<file path="src/rtl/axi_pkg.sv">
// Shared types and constants for the AXI address-channel arbiter.
// Tag values are chosen so that tag 0 is never issued.
`ifndef AXI_ADDR_BITS
`define AXI_ADDR_BITS 32
`endif

package axi_pkg;

  typedef enum logic {
    IDLE = 1'b0,
    LOCK = 1'b1
  } arb_state_e;

  localparam int AXI_ADDR_BITS = `AXI_ADDR_BITS;
  localparam int TAG_M0        = 1;
  localparam int TAG_M1        = 2;

endpackage

</file>
<file path="src/rtl/rr_arb2.sv">
// Two-way round-robin pick: a lone requester wins, and a tie goes to the
// master that was not granted last.
module rr_arb2
  import axi_pkg::*;
(
  input  logic [1:0] req,
  input  logic       last,
  output logic       sel
);

  always_comb begin
    sel = ~last;
    case (req)
      2'b01:   sel = 1'b0;
      2'b10:   sel = 1'b1;
      default: sel = ~last;
    endcase
  end

endmodule

</file>
<file path="src/rtl/axi_addr_arbiter.sv">
// Round-robin merge of two AXI address channels into one tagged stream.
// The grant is held from the first valid cycle until the handshake completes.
module axi_addr_arbiter
  import axi_pkg::*;
#(
  parameter int ADDR_W = AXI_ADDR_BITS,
  parameter int ID_W   = 4,
  parameter int TAG_W  = 4,
  parameter int LEN_W  = 4
) (
  input  logic                  clk,
  input  logic                  rst,
  input  logic [ADDR_W-1:0]     M0_Addr,
  input  logic [ID_W-1:0]       M0_ID,
  input  logic [LEN_W-1:0]      M0_Len,
  input  logic [2:0]            M0_Size,
  input  logic [1:0]            M0_Burst,
  input  logic                  M0_Valid,
  output logic                  M0_Ready,
  input  logic [ADDR_W-1:0]     M1_Addr,
  input  logic [ID_W-1:0]       M1_ID,
  input  logic [LEN_W-1:0]      M1_Len,
  input  logic [2:0]            M1_Size,
  input  logic [1:0]            M1_Burst,
  input  logic                  M1_Valid,
  output logic                  M1_Ready,
  output logic [ADDR_W-1:0]     O_Addr,
  output logic [TAG_W+ID_W-1:0] O_IDS,
  output logic [LEN_W-1:0]      O_Len,
  output logic [2:0]            O_Size,
  output logic [1:0]            O_Burst,
  output logic                  O_Valid,
  input  logic                  O_Ready
);

  localparam logic [TAG_W-1:0] TAG0 = TAG_W'(TAG_M0);
  localparam logic [TAG_W-1:0] TAG1 = TAG_W'(TAG_M1);

  arb_state_e state_reg;
  logic       grant_reg;
  logic       last_grant_reg;
  logic       sel;
  logic       cur;
  logic       cur_valid;

  rr_arb2 u_rr_arb2 (
    .req  ({M1_Valid, M0_Valid}),
    .last (last_grant_reg),
    .sel  (sel)
  );

  // While locked the other master is ignored, so the registered grant drives the mux.
  assign cur       = (state_reg == LOCK) ? grant_reg : sel;
  assign cur_valid = cur ? M1_Valid : M0_Valid;

  assign O_Addr  = cur ? M1_Addr  : M0_Addr;
  assign O_IDS   = cur ? {TAG1, M1_ID} : {TAG0, M0_ID};
  assign O_Len   = cur ? M1_Len   : M0_Len;
  assign O_Size  = cur ? M1_Size  : M0_Size;
  assign O_Burst = cur ? M1_Burst : M0_Burst;

  // Gating with rst makes the handshake signals drop immediately on reset.
  assign O_Valid  = cur_valid & ~rst;
  assign M0_Ready = ~cur & O_Ready & ~rst;
  assign M1_Ready =  cur & O_Ready & ~rst;

  always_ff @(posedge clk or posedge rst) begin
    if (rst) begin
      state_reg      <= IDLE;
      grant_reg      <= 1'b0;
      last_grant_reg <= 1'b1;
    end else begin
      case (state_reg)
        IDLE: begin
          if (cur_valid) begin
            if (O_Ready) begin
              last_grant_reg <= sel;
            end else begin
              state_reg <= LOCK;
              grant_reg <= sel;
            end
          end
        end
        LOCK: begin
          // A master withdrawing Valid releases the lock without counting as a transfer.
          if (!cur_valid) begin
            state_reg <= IDLE;
          end else if (O_Ready) begin
            last_grant_reg <= grant_reg;
            state_reg      <= IDLE;
          end
        end
        default: state_reg <= IDLE;
      endcase
    end
  end

endmodule

</file>
<file path="config.mk">
export PLATFORM = sky130hd
export DESIGN_NAME = axi_addr_arbiter
export DESIGN_NICKNAME = d
export VERILOG_FILES = /design/src/rtl/axi_pkg.sv /design/src/rtl/rr_arb2.sv /design/src/rtl/axi_addr_arbiter.sv
export SDC_FILE = /design/constraint.sdc
export NUM_CORES = 1
export LEC_CHECK = 0
export BUFFER_PORTS_ARGS = -buffer_cell sky130_fd_sc_hd__buf_2
export CAP_MARGIN = 20
export CORE_ASPECT_RATIO = 0.8
export CORE_MARGIN = 5
export CORE_UTILIZATION = 27
export DETAILED_ROUTE_END_ITERATION = 8
export HOLD_SLACK_MARGIN = 0.03
export PLACE_DENSITY = 0.9
export SYNTH_ARGS = -nofsm -noshare
export SYNTH_HDL_FRONTEND = slang
export SYNTH_SLANG_ARGS = --single-unit
export TNS_END_PERCENT = 30
</file>
<file path="constraint.sdc">
create_clock -name clk -period 1.8 [get_ports clk]
set_input_delay 0.18 -clock clk [delete_from_list [all_inputs] [get_ports clk]]
set_output_delay 0.18 -clock clk [all_outputs]
set_load 0.05 [all_outputs]
</file>
==> After elaboration in Yosys (flattened, before gate mapping) <==
Cells that the tools add are included.
W data, S select, Z words.
{ "classes": {"eq_ne": 6, "n_mux": 15, "bitwise_logic": 10, "reduce_logical": 2} }
{ "op_table": {"columns": ["operator", "n"], "rows": [
  ["$mux W32", 1],
  ["$mux W1", 8],
  ["$mux W6", 1],
  ["$ne A2 B2 Y1 const B", 3],
  ["$and A1 B1 Y1", 5],
  ["$not A1 Y1", 5],
  ["$mux W4", 1],
  ["$pmux W1 S2", 2],
  ["$reduce_and A4 Y1", 1],
  ["$mux W3", 1],
  ["$reduce_and A3 Y1", 1],
  ["$eq A2 B1 Y1 const B", 1],
  ["$eq A2 B2 Y1 const B", 1],
  ["$mux W2", 1],
  ["$ne A2 B1 Y1 const B", 1]
]} }
{ "totals": {"reg_bits": 3, "in_bits": 95, "out_inout_bits": 52, "wordCells": 36} }

==> Logic depth before layout (Yosys ltp) <==
{ "logic_depth": {"word_depth": 6, "ltp_mapped": 7, "ltp_nobuf": 6} }

==> Modules after synthesis <==
From an unflattened synthesis, not the netlist that was laid out.
{ "hier_totals": {"hier_cells": 81, "area_unflattened_um2": 940.9} }
{ "by_module_without_submodules": {"columns": ["module", "n_inst", "cells_each", "area_per_inst_um2", "seq_area_each_um2"], "rows": [
  ["axi_addr_arbiter", 1, 77, 910.9, 76.3],
  ["rr_arb2", 1, 4, 30.0, 0.0]
]} }

==> Worst setup path after synthesis <==
OpenSTA, ideal clock, no wires.
{ "synth_timing": {"path_kind": "input to output", "startpoint": "input M0_Valid", "endpoint": "output O_Valid", "arrival_ns": 1.838, "t_required_ns": 1.620, "path_slack_ns": -0.218, "path_stages": 7, "path_buffers": 1, "path_cell_list": "inv_1 > ha_1 > and2_1 > o31ai_4 > buf_4 > mux2i_1 > nor2_1"} }
{ "synth_via": {"elab_chain_cells": 5, "word_cells_on_any_way": 6, "classes_between": "eq/ne (2); mux (3); bitwise (1)"} }
{ "synth_rtl": {"columns": ["element", "line_no", "rtl"], "rows": [
  ["start, declared", "axi_addr_arbiter.sv:18", "input logic M0_Valid,"],
  ["$eq A2 B2 Y1 / $eq A2 B1 Y1 (equally long branches)", "rr_arb2.sv:13", "case (req)"],
  ["$pmux W1 S2 *", "rr_arb2.sv:13", null],
  ["$mux W1 *", "axi_addr_arbiter.sv:53", "assign cur = (state_reg == LOCK) ? grant_reg : sel;"],
  ["via cur", "axi_addr_arbiter.sv:43", "logic cur;"],
  ["$mux W1 *", "axi_addr_arbiter.sv:54", "assign cur_valid = cur ? M1_Valid : M0_Valid;"],
  ["$and A1 B1 Y1 *", "axi_addr_arbiter.sv:63", "assign O_Valid = cur_valid & ~rst;"],
  ["end, declared", "axi_addr_arbiter.sv:32", "output logic O_Valid,"]
]} }
The timed path passes the listed nets; every way through them passes the cells marked *.

==> Worst setup path after layout <==
{ "layout_timing": {"startpoint": "register last_grant_reg", "endpoint": "output O_Burst[1]"} }
{ "layout_via": {"elab_chain_cells": 4} }
{ "layout_rtl": {"columns": ["element", "line_no", "rtl"], "rows": [
  ["start, declared", "axi_addr_arbiter.sv:41", "logic last_grant_reg;"],
  ["start signal, assigned", "axi_addr_arbiter.sv:77", "last_grant_reg <= sel;"],
  ["start signal, assigned", "axi_addr_arbiter.sv:89", "last_grant_reg <= grant_reg;"],
  ["$not A1 Y1", "rr_arb2.sv:16", "default: sel = ~last;"],
  ["$pmux W1 S2", "rr_arb2.sv:13", null],
  ["$mux W1", "axi_addr_arbiter.sv:53", null],
  ["$mux W2", "axi_addr_arbiter.sv:60", "assign O_Burst = cur ? M1_Burst : M0_Burst;"],
  ["end, declared", "axi_addr_arbiter.sv:31", "output logic [1:0] O_Burst,"]
]} }
Every way passes these cells.

==> results.yml <==
critical_path:
  worstPathRequired_ps: 1620
  endpoint_kind: "output port"
  reg2reg_from: "last_grant_reg"
  cpPeakStageDelay_ps: 360
  cp.arrival_ps: 1860
  critPathSlowestCell: "dfstp_2"
  crit_top_cell: "buf_6"
  path_cells: "and2_4 > o31ai_4 > buf_6 > clkbuf_16 > mux2_2 > buf_6"
  startpoint: "last_grant_reg"
  path_max_fanout: 11
  critPathLaunchType: "flop"
  worstSetupPathType: "reg -> out"
clock_tree:
  clk_pin_slew_ps: 30
  cts_buffers: 3
  clock_latency_ps: 210
  htree_levels: 1
  cts_root_buffer: "clkbuf_8"
  cts_sinks: 3
  cts_tree: "built"
  clockBufferDepth: 2
die:
  die_w_um: 71.46
  num_rows: 17
  coreArea_um2: 2829
  start_util_pct: 28.84
  design.die.area_um2: 4228
  num_io_pins: 147
  die_h_um: 59.17
global_route:
  use_met1_pct: 24.00
  grt_max_degree: 23
  grt_pass1_vias: 1488
  grt_usage_pct: 23.72
  overflow: 0
  grtUsageMet2_pct: 47.91
  busiest_layer: "met2"
  grt_pass1_wl_mm: 7.686
  antenna_found_initial: 0
  use_met3_pct: 4.915
synth:
  avgSynthCellArea_um2: 9.712
  netlist_instances: 84
  yosys.area.top_type: "mux2_2"
  syn_area_um2: 815.8
  yosys.area.top_type_share_pct: 48.31
  ys_ff_latch: 3
  yosys-top-cells-area: "mux2_2, mux2_1, dfrtp_1"
  ys_seq_area_share_pct: 9.356
  ys_types: 22
  yosysWarnings: 0
finish:
  num_antenna_cells: 0
  synthToLayoutAreaGrowth_pct: 173.3
  fill_cells: 178
  final_util_pct: 78.81
  fin_cells: 275
  drive_above_1_share_pct: 90.30
  nets: 334
power_and_ir_drop:
  p_sw_w: 0.001601
  intPower_w: 0.001486
  power_w: 0.003087
  swShare_pct: 51.87
  cellPowerDensity_nw_per_um2: 1384
  p_leak_nw: 1.192
  p_clk_share_pct: 6.3
  combPwrFrac_pct: 89.9
  p_seq_share_pct: 3.8
  irDropWorstVdd_uv: 812.7
timing:
  setup_violations: 49
  fin_crit_sh_pct: 113.2
  hold_violations: 0
  finalMaxSlewViolations: 0
  fmax_ghz: 0.4906
  fin_crit_ps: 2038
  fin_ws_ps: -238.1
  skew_ps: 0.9270
  rsz0062_at_grt: "yes"
drt:
  viasPerCell: 4.807
  num_vias: 1322
  detail_route.wl_per_cell_um: 20.42
  wirelength_mm: 5.615
  drt_iter0_markers: 24
  drcViolationCount: 0
  dr.pass1.iters: 4
  drtAntennaViolNets: 0
outcome:
  violations: "setup timing"
  run_status: "complete, but fails checks"
hold_path:
  holdCritPathClass: "in -> reg"
  hp-start: "O_Ready"
place:
  dp_hpwl_mm: 3.768
  port_buffers: 144
  gp_congestion: 0.8423
  place_inst: 265
job:
  maxCapViolCount: 0
## worst max-delay path, delay by kind of cell, from the launching register on
kind | cells | cell delay [ps]
AND/OR/NAND/NOR | 1 | 160
multiplexers | 1 | 340
AO/OA/AOI/OAI | 1 | 280
buffers and inverters | 3 | 500
flip-flops | 1 | 360
## area by class of cell
cell class | count | area, µm² | area share [%]
repair buffers | 156 | 1251 | 56.12
multi-input cells | 71 | 794.5 | 35.63
flip-flops and latches | 3 | 76.32 | 3.423
well taps | 38 | 47.55 | 2.132
clock buffers | 4 | 45.04 | 2.020
inverters | 3 | 15.01 | 0.6734
## cells by family (layout without fill, tap and decap cells)
group,after synthesis,after routing,synth area share (%)
mux,46,46,63.34
simple gates,14,14,8.283
buf+inv,11,163,9.662
compound gates,8,8,7.362
flops,3,3,9.357
fa+ha+maj,1,1,1.533
other cells,1,2,0.4597
## power groups by stage
stage                     Combinational, W  Clock [W]  Sequential (W)
after global routing               0.00286   0.000206        0.000119
after floorplan                    0.00158          0        0.000119
after detailed placement           0.00200          0        0.000117
after CTS                          0.00269   0.000199        0.000116
after global placement             0.00198          0        0.000116
final                              0.00278   0.000195        0.000116
## cell usage after synthesis (all sizes together)
| cell type | count |
|---|---|
| nor2 | 5 |
| nand3 | 1 |
| and2 | 1 |
| buf | 8 |
| a21boi | 1 |
| conb | 1 |
| o21ai | 2 |
| or2 | 1 |
| o31ai | 1 |
| nand3b | 1 |
| and3 | 2 |
| ha | 1 |
| inv | 3 |
| a21oi | 3 |
| dfstp | 1 |
| dfrtp | 2 |
| mux2i | 1 |
| mux2 | 45 |
| o22ai | 1 |
| nand2 | 3 |
## placed cells by master (no fill, tap or decap), types with 2 or more instances in the layout
cell type and n:
buf_2 96, buf_6 32, mux2_4 24, mux2_2 21
buf_8 18, nor2_1 4, buf_4 4, a21oi_1 3
nand2_1 3, clkbuf_8 3, o21ai_0 2, and3_4 2
conb_1 2, dfrtp_1 2, buf_12 2
## final timing paths
| check | to | slack [ps] | cells after the start |
|---|---|---|---|
| max in group asynchronous | last_grant_reg | 1120 | 3 |
| worst max register to register | state_reg | 160 | 7 |
| worst min-delay path | state_reg | 240 | 2 |
| worst min register to register | grant_reg | 530 | 2 |
| min in group asynchronous | grant_reg | 440 | 3 |
| worst max-delay path | O_Burst[1] | -240 | 6 |
## per-stage QoR
step	setup TNS [ps]	cell area [µm²]	hold slack, ps	setup slack (ps)
floorplan	-41.51	849.6	-53.25	-4.151
global placement	-7962	1617	84.78	-187.1
detailed placement	-8822	1617	88.52	-211.0
CTS	-6917	2182	224.8	-195.4
global route	-10980	2230	255.9	-269.7
finish	-9340	2230	238.9	-238.1
## layer usage
| metal | vias up | part of all wire [%] |
|---|---|---|
| li1 | 606 | - |
| met1 | 621 | 35 |
| met2 | 89 | 56 |
| met3 | 6 | 8.5 |
| met4 | 0 | 1.3 |
| met5 | - | 0 |
## timing repair
item / CTS / global route
pin swaps: 1 / 1
hold buffers: 1 / 0
resized for setup: 131 / 17
cloned: 2 / 1
endpoints found under the setup margin: 48 / 49
buffers inserted: 4 / 0
endpoints found under the hold margin: 2 / 0
Note: power is estimated with default switching activity, not from simulation.
